## src/rtl/pcstk_pkg.sv

```systemverilog
// Shared types and helpers for the paged PC / return-stack sequencer.
// Holds the op encoding, default constants and the in-page LFSR successor function.
package pcstk_pkg;

    typedef enum logic [2:0] {
        OP_STEP   = 3'd0,
        OP_JMP    = 3'd1,
        OP_CALL   = 3'd2,
        OP_RET    = 3'd3,
        OP_LDPAGE = 3'd4,
        OP_HOLD   = 3'd5
    } op_e;

    localparam int unsigned    PCSTK_MAX_PL_W       = 8;
    localparam logic [7:0]     PCSTK_DEF_TAPS       = 8'b0000_0011;
    localparam logic [5:0]     PCSTK_DEF_CALL_PAGE  = '1;

    // pl and taps must be zero above bit w-1; feedback enters at the MSB.
    function automatic logic [7:0] lfsr_step(input logic [7:0] pl,
                                             input logic [7:0] taps,
                                             input int unsigned w);
        logic fb;
        fb = ~^(pl & taps);
        return (pl >> 1) | (8'(fb) << (w - 1));
    endfunction

endpackage

```

## src/rtl/pcstk_lifo.sv

```systemverilog
// Return-address shift stack with saturating depth count and sticky ovf/unf flags.
// Latency: one cycle, all outputs registered. Backpressure: none; ena=0 holds all state.
module pcstk_lifo
    import pcstk_pkg::*;
#(
    parameter int unsigned DEPTH = 4,
    parameter int unsigned W     = 10,
    parameter int unsigned DW    = $clog2(DEPTH + 1)
) (
    input  logic          clk,
    input  logic          rst,
    input  logic          ena,
    input  logic          push,
    input  logic          pop,
    input  logic [W-1:0]  din,
    input  logic          clr_flags,
    output logic [W-1:0]  top,
    output logic [DW-1:0] depth,
    output logic          ovf,
    output logic          unf
);

    logic [W-1:0]  ent [DEPTH];
    logic [DW-1:0] depth_q;
    logic          ovf_q;
    logic          unf_q;
    logic          full;
    logic          empty;
    logic          ovf_ev;
    logic          unf_ev;

    assign full   = (depth_q == DW'(DEPTH));
    assign empty  = (depth_q == '0);
    assign ovf_ev = push && full;
    assign unf_ev = pop && empty;

    always_ff @(posedge clk) begin
        if (rst) begin
            for (int i = 0; i < DEPTH; i++) ent[i] <= '0;
            depth_q <= '0;
            ovf_q   <= 1'b0;
            unf_q   <= 1'b0;
        end else if (ena) begin
            if (push) begin
                ent[0] <= din;
                for (int i = 1; i < DEPTH; i++) ent[i] <= ent[i-1];
                if (!full) depth_q <= depth_q + DW'(1);
            end else if (pop) begin
                // Bottom entry keeps its value so repeated pops replicate it.
                for (int i = 0; i < DEPTH - 1; i++) ent[i] <= ent[i+1];
                if (!empty) depth_q <= depth_q - DW'(1);
            end
            // A same-cycle event beats the clear.
            ovf_q <= ovf_ev | (ovf_q & ~clr_flags);
            unf_q <= unf_ev | (unf_q & ~clr_flags);
        end
    end

    assign top   = ent[0];
    assign depth = depth_q;
    assign ovf   = ovf_q;
    assign unf   = unf_q;

endmodule

```

## src/rtl/pc_seq_stack.sv

```systemverilog
// Paged program counter with hardware return stack; PCSTK_LFSR_EN selects XNOR-LFSR STEP, else +1.
// Latency: op effect visible on all outputs one cycle after the sampling edge. Backpressure: none; ena=0 freezes.
module pc_seq_stack
    import pcstk_pkg::*;
#(
    parameter int unsigned      PL_W      = 6,
    parameter int unsigned      PU_W      = 4,
    parameter int unsigned      DEPTH     = 4,
    parameter logic [PL_W-1:0]  TAPS      = PL_W'(PCSTK_DEF_TAPS),
    parameter logic [PU_W-1:0]  CALL_PAGE = PU_W'(PCSTK_DEF_CALL_PAGE)
) (
    input  logic                         clk,
    input  logic                         rst,
    input  logic                         ena,
    input  logic [2:0]                   op,
    input  logic [PL_W-1:0]              tgt_pl,
    input  logic [PU_W-1:0]              tgt_pu,
    input  logic                         clr_flags,
    output logic [PL_W+PU_W-1:0]         pc,
    output logic [PL_W+PU_W-1:0]         top,
    output logic [$clog2(DEPTH+1)-1:0]   depth,
    output logic                         ovf,
    output logic                         unf,
    output logic                         page_pend
);

    localparam int unsigned PC_W = PL_W + PU_W;

    logic [PL_W-1:0] pl_q, pl_n;
    logic [PU_W-1:0] pu_q, pu_n;
    logic [PU_W-1:0] pend_pu_q, pend_pu_n;
    logic            page_pend_q, page_pend_n;
    logic [PL_W-1:0] pl_step;
    logic            push;
    logic            pop;
    logic [PC_W-1:0] stk_top;

`ifdef PCSTK_LFSR_EN
    assign pl_step = PL_W'(lfsr_step(8'(pl_q), 8'(TAPS), PL_W));
`else
    logic unused_taps;
    assign unused_taps = ^TAPS;
    assign pl_step     = pl_q + PL_W'(1);
`endif

    always_comb begin
        pl_n        = pl_q;
        pu_n        = pu_q;
        pend_pu_n   = pend_pu_q;
        page_pend_n = page_pend_q;
        push        = 1'b0;
        pop         = 1'b0;
        case (op)
            OP_STEP: pl_n = pl_step;
            OP_JMP: begin
                pl_n        = tgt_pl;
                pu_n        = page_pend_q ? pend_pu_q : pu_q;
                page_pend_n = 1'b0;
            end
            OP_CALL: begin
                push        = 1'b1;
                pl_n        = tgt_pl;
                pu_n        = page_pend_q ? pend_pu_q : CALL_PAGE;
                page_pend_n = 1'b0;
            end
            OP_RET: begin
                pop          = 1'b1;
                {pu_n, pl_n} = stk_top;
            end
            OP_LDPAGE: begin
                pend_pu_n   = tgt_pu;
                page_pend_n = 1'b1;
            end
            default: ;
        endcase
    end

    always_ff @(posedge clk) begin
        if (rst) begin
            pl_q        <= '0;
            pu_q        <= '0;
            pend_pu_q   <= '0;
            page_pend_q <= 1'b0;
        end else if (ena) begin
            pl_q        <= pl_n;
            pu_q        <= pu_n;
            pend_pu_q   <= pend_pu_n;
            page_pend_q <= page_pend_n;
        end
    end

    // Return address is the sequential successor within the current page.
    pcstk_lifo #(
        .DEPTH (DEPTH),
        .W     (PC_W)
    ) u_lifo (
        .clk       (clk),
        .rst       (rst),
        .ena       (ena),
        .push      (push),
        .pop       (pop),
        .din       ({pu_q, pl_step}),
        .clr_flags (clr_flags),
        .top       (stk_top),
        .depth     (depth),
        .ovf       (ovf),
        .unf       (unf)
    );

    assign pc        = {pu_q, pl_q};
    assign top       = stk_top;
    assign page_pend = page_pend_q;

endmodule

```

## config.mk

```make
export PLATFORM = sky130hd
export DESIGN_NAME = pc_seq_stack
export DESIGN_NICKNAME = d
export VERILOG_FILES = /design/src/rtl/pcstk_pkg.sv /design/src/rtl/pcstk_lifo.sv /design/src/rtl/pc_seq_stack.sv
export SDC_FILE = /design/constraint.sdc
export NUM_CORES = 1
export LEC_CHECK = 0
export CORE_UTILIZATION = 48
export DETAILED_ROUTE_END_ITERATION = 12
export GPL_ROUTABILITY_DRIVEN = 0
export PLACE_DENSITY_LB_ADDON = 0.15
export SYNTH_ARGS = -nofsm -noshare
export SYNTH_HDL_FRONTEND = slang
export SYNTH_SLANG_ARGS = --single-unit
```

## constraint.sdc

```tcl
create_clock -name clk -period 1.7 [get_ports clk]
set_input_delay 0.255 -clock clk [delete_from_list [all_inputs] [get_ports clk]]
set_output_delay 0.255 -clock clk [all_outputs]
set_load 0.03 [all_outputs]
```

==> results by group, run 1 <==
Timing
  • Slew Viols, Final: 0
  • Fin crit share: 97.4%
  • Clock Skews: 9.85 ps
  • Slew Limit Headroom: 78.8%
  • Final setup fails: 0
  • Peak Freq: 0.604 GHz
  • Worst-margin pin slew: 318 ps
  • Final worst path period need: 1660 ps
  • Setup TNS: 0 ps
  • Final Hold Viols: 0
  • Unrepaired setup endpoints after global routing: false

GRT
  • First-pass GRT wire length: 10200 um
  • GRT Total Usage: 22.1%
  • Remaining global-route overflow: 0
  • Met1 usage: 29.7%
  • Gr busiest metal: met2
  • Number of global-route vias before repair: 1987
  • Largest net degree at the start of global routing: 25
  • Met3 usage: 6.55%
  • Grt met2 use: 33.9%
  • Initial antenna violation count: 0

Placement
  • Post-DP HPWL: 4310 um
  • Port buffer count: 42
  • Placed cell count: 355

Final layout
  • Share of cells above drive strength 1: 19.1%
  • Fillers: 474
  • Non-filler cells, final: 371
  • Nets: 313
  • Fin util: 64.9%
  • Diodes inserted: 0
  • Synth-to-Final Area Change: 27.7%

Synthesis
  • Async S/R FF share, synth: 0%
  • Syn_area_per_cell: 12.1 um^2
  • Synth warn: 0
  • Number of flops mapped to enable cells by yosys: 40
  • Top cells by area, synth: edfxtp_1 42%, dfxtp_1 14%, a22o_1 9.2%, buf_4 2.9%, nand2_1 2.7%
  • Synth cell types: 45
  • FF+latch count, synth: 60
  • Synth Instances: 237
  • Cell taking the most area after synthesis: edfxtp_1
  • Syn Nets: 256
  • Dominant synthesized flop cell: edfxtp_1
  • Yosys top cell area share: 41.9%
  • Mapped Area: 2870 um^2
  • Register area share after synthesis: 55.9%

Power and ir drop
  • Peak VDD IR: 0.567 mV
  • Leakage: 1.50 nW
  • P per Cell Area: 929 nW/um^2

Clock network
  • CTS Buf Count: 9
  • H-Tree Depth: 3
  • Skew-Pair Late Insertion Delay: 340 ps
  • CTS Sinks: 60
  • CTS tree: built
  • Reg clk slew, reported paths: 70 ps
  • Clock buffer depth: 2
  • CTS Root Buffer Type: clkbuf_8

Setup path
  • Cell family with most CP delay: buffers and inverters
  • Crit path largest cell delay: 690 ps
  • CP required: 1440 ps
  • Slowest CP cell: clkdlybuf4s50_1
  • Worst-path cell chain: clkdlybuf4s50_1
  • Worst endpoint data arrival time: 1400 ps
  • Setup crit end kind: output pin
  • Setup crit start kind: flop
  • Worst Path Buf+Inv: 1
  • Critical path type: reg2out
  • Critical Path Fanout Max: 3

Floorplan
  • Die Span X: 79.3 um
  • Starting density of the core: 50.8%
  • Core footprint: 5640 um^2
  • # rows: 27
  • Die height: 79.3 um
  • Die area: 6280 um^2
  • I/O pin cnt: 43

Drt
  • Routed WL: 6230 um
  • Post-route ant nets: 0
  • Post-detailed-route via-to-cell ratio: 5.62
  • DR DRC count: 0
  • Avg WL per Cell: 16.8 um
  • Initial DRC count: 135
  • Vias: 2086
  • TritonRoute pass-1 iters: 4

Run
  • Max Cap Violations: 0

Outcome
  • Status: finished clean

Min path
  • Hold Path Class: reg2reg
-- layer usage --
layer  wire [um]  up-vias
met4         134        0
met3         252       12
met1        2920     1016
met2        2920       61
met5           0        -
li1            -      997
-- layout make-up --
cell class | instances | area (um^2) | share of cell area (%)
Clock buffer | 9 | 124 | 3.38
Timing Repair Buffer | 71 | 676 | 18.5
Tap cell | 72 | 90.1 | 2.46
Sequential cell | 60 | 1600 | 43.8
Multi-Input combinational cell | 148 | 1070 | 29.3
Inverter | 4 | 15.0 | 0.410
Clock inverter | 7 | 81.3 | 2.22
-- power breakdown --
part / internal [W] / switching, W / total (W) / leakage (nW)
registers: 0.00162 / 0.0000501 / 0.00167 / 0.581
clock network: 0.000805 / 0.000543 / 0.00135 / 0.105
logic: 0.000174 / 0.000207 / 0.000381 / 0.813
total: 0.00260 / 0.000800 / 0.00340 / 1.50
-- cells in the final DEF, fill, tap and decap left out, types with 2 or more instances in the layout --
master           instances
bufinv_16                2
nand4_1                  3
nor2b_1                  2
buf_4                   25
inv_1                    3
clkdlybuf4s50_1         20
and2b_4                  2
dfxtp_1                 20
nor2_1                   9
a22o_1                  30
nand2b_1                 3
xnor2_1                  3
nor3b_1                  2
nor3_1                   2
nand2_1                 21
a21oi_1                 12
nand3_1                  5
a31oi_1                  6
o21ai_0                  6
o221ai_1                 4
and2_1                  10
dlygate4sd2_1           18
buf_12                   4
dlymetal6s2s_1           4
clkinv_1                 3
clkinv_2                 2
clkbuf_8                 9
mux2i_1                  7
edfxtp_1                40
-- per-stage QoR --
step | power, W | instance area (um^2) | hold WS [ps] | setup slack (ps)
final | 0.00340 | 3660 | 457 | 44.0
after global routing | 0.00351 | 3660 | 474 | 10.5
after CTS | 0.00343 | 3650 | 460 | 4.72
after detailed placement | 0.00210 | 3470 | 451 | -382
after global placement | 0.00210 | 3470 | 444 | -342
after floorplan | 0.00192 | 2880 | 398 | -22.2
-- timing repair --
item                       in CTS  in global routing
setup buffers                   0                  0
gates resized for setup        19                  4
pin swaps                       3                  0
hold buffers                    0                  0
setup endpoints to repair      16                  4
-- Yosys cell counts, types with 3 or more instances --
library cell and number:
o221ai_1 4, o21ai_0 7, nor2_1 9, mux2i_1 7, xnor2_1 3, buf_4 11
edfxtp_1 40, nand4_1 3, nand3_1 5, buf_2 8, dfxtp_1 20, inv_1 4
nand2b_1 3, a22o_1 30, a31oi_1 6, a21oi_1 12, nand2_1 21, and2_1 10
-- sequential cells by signal, summed over array words and instances (netlist names) --
name and flops:
u_lifo.ent 40, pl_q 6, pend_pu_q 4, pu_q 4, u_lifo.depth 3, page_pend 1
u_lifo.ovf 1, u_lifo.unf 1
-- final timing paths --
path,from,endpoint,slack [ps],cells past startpoint
hold reg to reg,u_lifo.ovf,u_lifo.ovf,460,2
setup reg to reg,u_lifo.depth[0],u_lifo.depth[2],220,4
hold / removal,u_lifo.ovf,u_lifo.ovf,460,2
setup / recovery,pu_q[2],pc[8],40,1
-- cell families (layout without fill, tap and decap cells) --
group                    Yosys count  count (layout)  synth area share, %
AO/OA/AOI/OAI                     67              67                 18.2
AND/OR/NAND/NOR                   66              66                 13.2
flip-flops                        60              60                 55.9
adder cells (fa/ha/maj)            2               2                 1.13
multiplexers                       8               8                 2.84
XOR/XNOR                           5               5                 1.79
buffers and inverters             29              91                 7.03
(Power assumes the default switching activity.)
==> run 2: changes to the inputs <==
Settings changed: CORE_UTILIZATION 48 to 30.
==> run 2 against run 1 <==
Global-route usage is 6.4 points lower. Total power is 7.3% lower. Sequential share of layout area is 0.37 points lower. Highest routed layer unchanged.
==> results by group, run 2 (same netlist as run 1, synthesis figures left out) <==
Outcome
  • Status: finished clean

Power and ir drop
  • Peak VDD IR: 0.515 mV (-9.2%)
  • Power, Total: 0.00315 W (-7.3%)
  • Leakage: 1.49 nW (-0.31%)
  • P per Cell Area: 854 nW/um^2 (-8.1%)

Drt
  • Post-route ant nets: 0 (unchanged)
  • Vias: 2053 (-1.6%)
  • Avg WL per Cell: 16.7 um (-0.72%)
  • TritonRoute pass-1 iters: 7 (+3)
  • Post-detailed-route via-to-cell ratio: 4.83 (-14%)
  • DR DRC count: 0 (unchanged)
  • Initial DRC count: 94 (-30%)
  • Routed WL: 7080 um (+14%)

Final layout
  • Post-Layout Inst Area: 3690 um^2 (+0.85%)
  • Most common cell after layout, fill and taps aside: edfxtp_1
  • Top Registers: u_lifo.ent: 40 flops, pl_q: 6 flops
  • Biggest register: u_lifo.ent
  • Diodes inserted: 0 (unchanged)
  • Fillers: 910 (+92%)
  • Max FFs per register: 40 (unchanged)
  • Synth-to-Final Area Change: 28.8%
  • Fin util: 39.9% (-25 points)
  • Nets: 310 (-0.96%)
  • Share of cells above drive strength 1: 18.6% (-0.48 points)
  • Most frequent cells in the layout: 40 x edfxtp_1, 30 x a22o_1, 21 x nand2_1, 21 x buf_4, 20 x dfxtp_1

Floorplan
  • Die Span X: 99.8 um (+26%)
  • Die area: 9950 um^2 (+58%)
  • # rows: 35 (+30%)
  • Starting density of the core: 31.0% (-20 points)
  • I/O pin cnt: 43 (unchanged)
  • Core footprint: 9240 um^2 (+64%)
  • Die height: 99.8 um (+26%)

Min path
  • Hold_sp: u_lifo.ovf
  • Hold Path Class: reg2reg
  • Hold Path Stages: 2 (unchanged)
  • Worst hold path endpoint: u_lifo.ovf

Clock network
  • Skew-Pair Late Insertion Delay: 340 ps (about the same)
  • Hold_buf cts: 0 (unchanged)
  • Reg clk slew, reported paths: 60 ps (about the same)
  • Clock buffer depth: 2 (unchanged)
  • CTS Sinks: 60 (unchanged)
  • CTS tree: built
  • CTS Root Buffer Type: clkbuf_8
  • H-Tree Depth: 3 (unchanged)
  • CTS Buf Count: 9 (unchanged)

Timing
  • Worst-margin pin slew: 324 ps (+6.53 ps)
  • Final Hold Viols: 0 (unchanged)
  • Worst hold margin: 465 ps (+8.20 ps)
  • Final setup fails: 0 (unchanged)
  • Clock Skews: 7.32 ps (-2.53 ps)
  • Unrepaired setup endpoints after global routing: true
  • Final worst path period need: 1680 ps (+28.0 ps)
  • Fin crit share: 99.1% (+1.6 points)
  • Peak Freq: 0.594 GHz (-1.7%)
  • Slew Viols, Final: 0 (unchanged)
  • Setup TNS: 0 ps (unchanged)
  • Slew Limit Headroom: 78.2% (-0.57 points)

GRT
  • First-pass GRT wire length: 11600 um (+14%)
  • Initial antenna violation count: 0 (unchanged)
  • Met3 usage: 5.34% (-1.2 points)
  • Met1 usage: 21.3% (-8.4 points)
  • GRT Total Usage: 15.8% (-6.4 points)
  • Largest net degree at the start of global routing: 41 (+64%)
  • Number of global-route vias before repair: 2080 (+4.7%)
  • Remaining global-route overflow: 0 (unchanged)
  • Gr busiest metal: met2
  • Grt met2 use: 24.2% (-9.6 points)

Setup path
  • Critical path type: in2reg
  • Setup crit start kind: input port
  • Crit path largest cell delay: 470 ps (-220 ps)
  • Worst r2r dst: u_lifo.depth[2]
  • Reg2Reg Launch Point: u_lifo.depth[0]
  • R2R setup slack: 190 ps (-30 ps)
  • CP Launch Point: op[1]
  • CP required: 1930 ps (+490 ps)
  • Worst Path Buf+Inv: 2 (+1)
  • Setup crit end kind: flop
  • Worst endpoint data arrival time: 1910 ps (+510 ps)
  • Critical Path Fanout Max: 2 (-1)
  • Cell family with most CP delay: buffers and inverters
  • Reg2Reg Depth: 4 (unchanged)
  • Worst-path cell chain: clkdlybuf4s50_1, nor3b_4, inv_1, fa_2, xnor2_2, nand4_1, mux2_1
  • Slowest CP cell: clkdlybuf4s50_1

Run
  • Max Cap Violations: 0 (unchanged)

Placement
  • Dpl cell area: 3530 um^2 (+1.9%)
  • Post-DP HPWL: 4710 um (+9.4%)
  • Port buffer count: 42 (unchanged)
==> run 2: cell count changes in the layout (fill, tap and decap cells not counted), moves of 2 or more <==
cell       previous run  this run
clkinv_2              2         4
buf_4                25        21
clkinv_1              3         1
bufinv_16             2         0
==> run 2: routing by layer <==
layer  up-vias  part of all wire [%]  wire (um)
met5         -                     0          0
met4         0                  0.96         68
met3         7                   4.2        300
li1        989                     -          -
met2        44                    46       3230
met1      1013                    49       3480
==> run 2: how the worst max path moves through the flow <==
stage,endpoint,depth (start not counted)
floorplan,u_lifo.depth[2],7
global placement,u_lifo.depth[2],7
detailed placement,u_lifo.depth[2],7
CTS,top[9],1
global route,u_lifo.depth[2],7
finish,u_lifo.depth[2],7
==> run 2: worst register-to-register path: stages, from the launching register on <==
cell     delay [ps]
dfxtp_1         400
fa_2            430
xnor2_2         160
nand4_1         100
mux2_1          310
==> run 2: timing repair <==
action / 4_1_cts / 5_1_grt
setup endpoints to repair: 18 / 6
setup buffers: 0 / 0
gates resized for setup: 18 / 6
pin swaps: 3 / 0
==> run 2: cell type report <==
class / count / area (um^2) / area share (%)
clock buffers: 10 / 128 / 3.46
flip-flops and latches: 60 / 1600 / 43.4
well taps: 129 / 161 / 4.37
repair buffers: 68 / 668 / 18.1
multi-input cells: 148 / 1090 / 29.4
clock inverters: 6 / 31.3 / 0.847
inverters: 4 / 15.0 / 0.407
==> run 2: power by group <==
group	switching (W)	internal [W]
logic	0.000213	0.000175
clock network	0.000578	0.000513
registers	0.0000508	0.00162
==> run 2: per-stage QoR <==
step           instances  worst slack, ps
4_1_cts              425             3.99
3_3_place_gp         409             -353
6_report             425             16.0
2_1_floorplan        237            -22.2
3_5_place_dp         409             -387
5_1_grt              425            -50.2
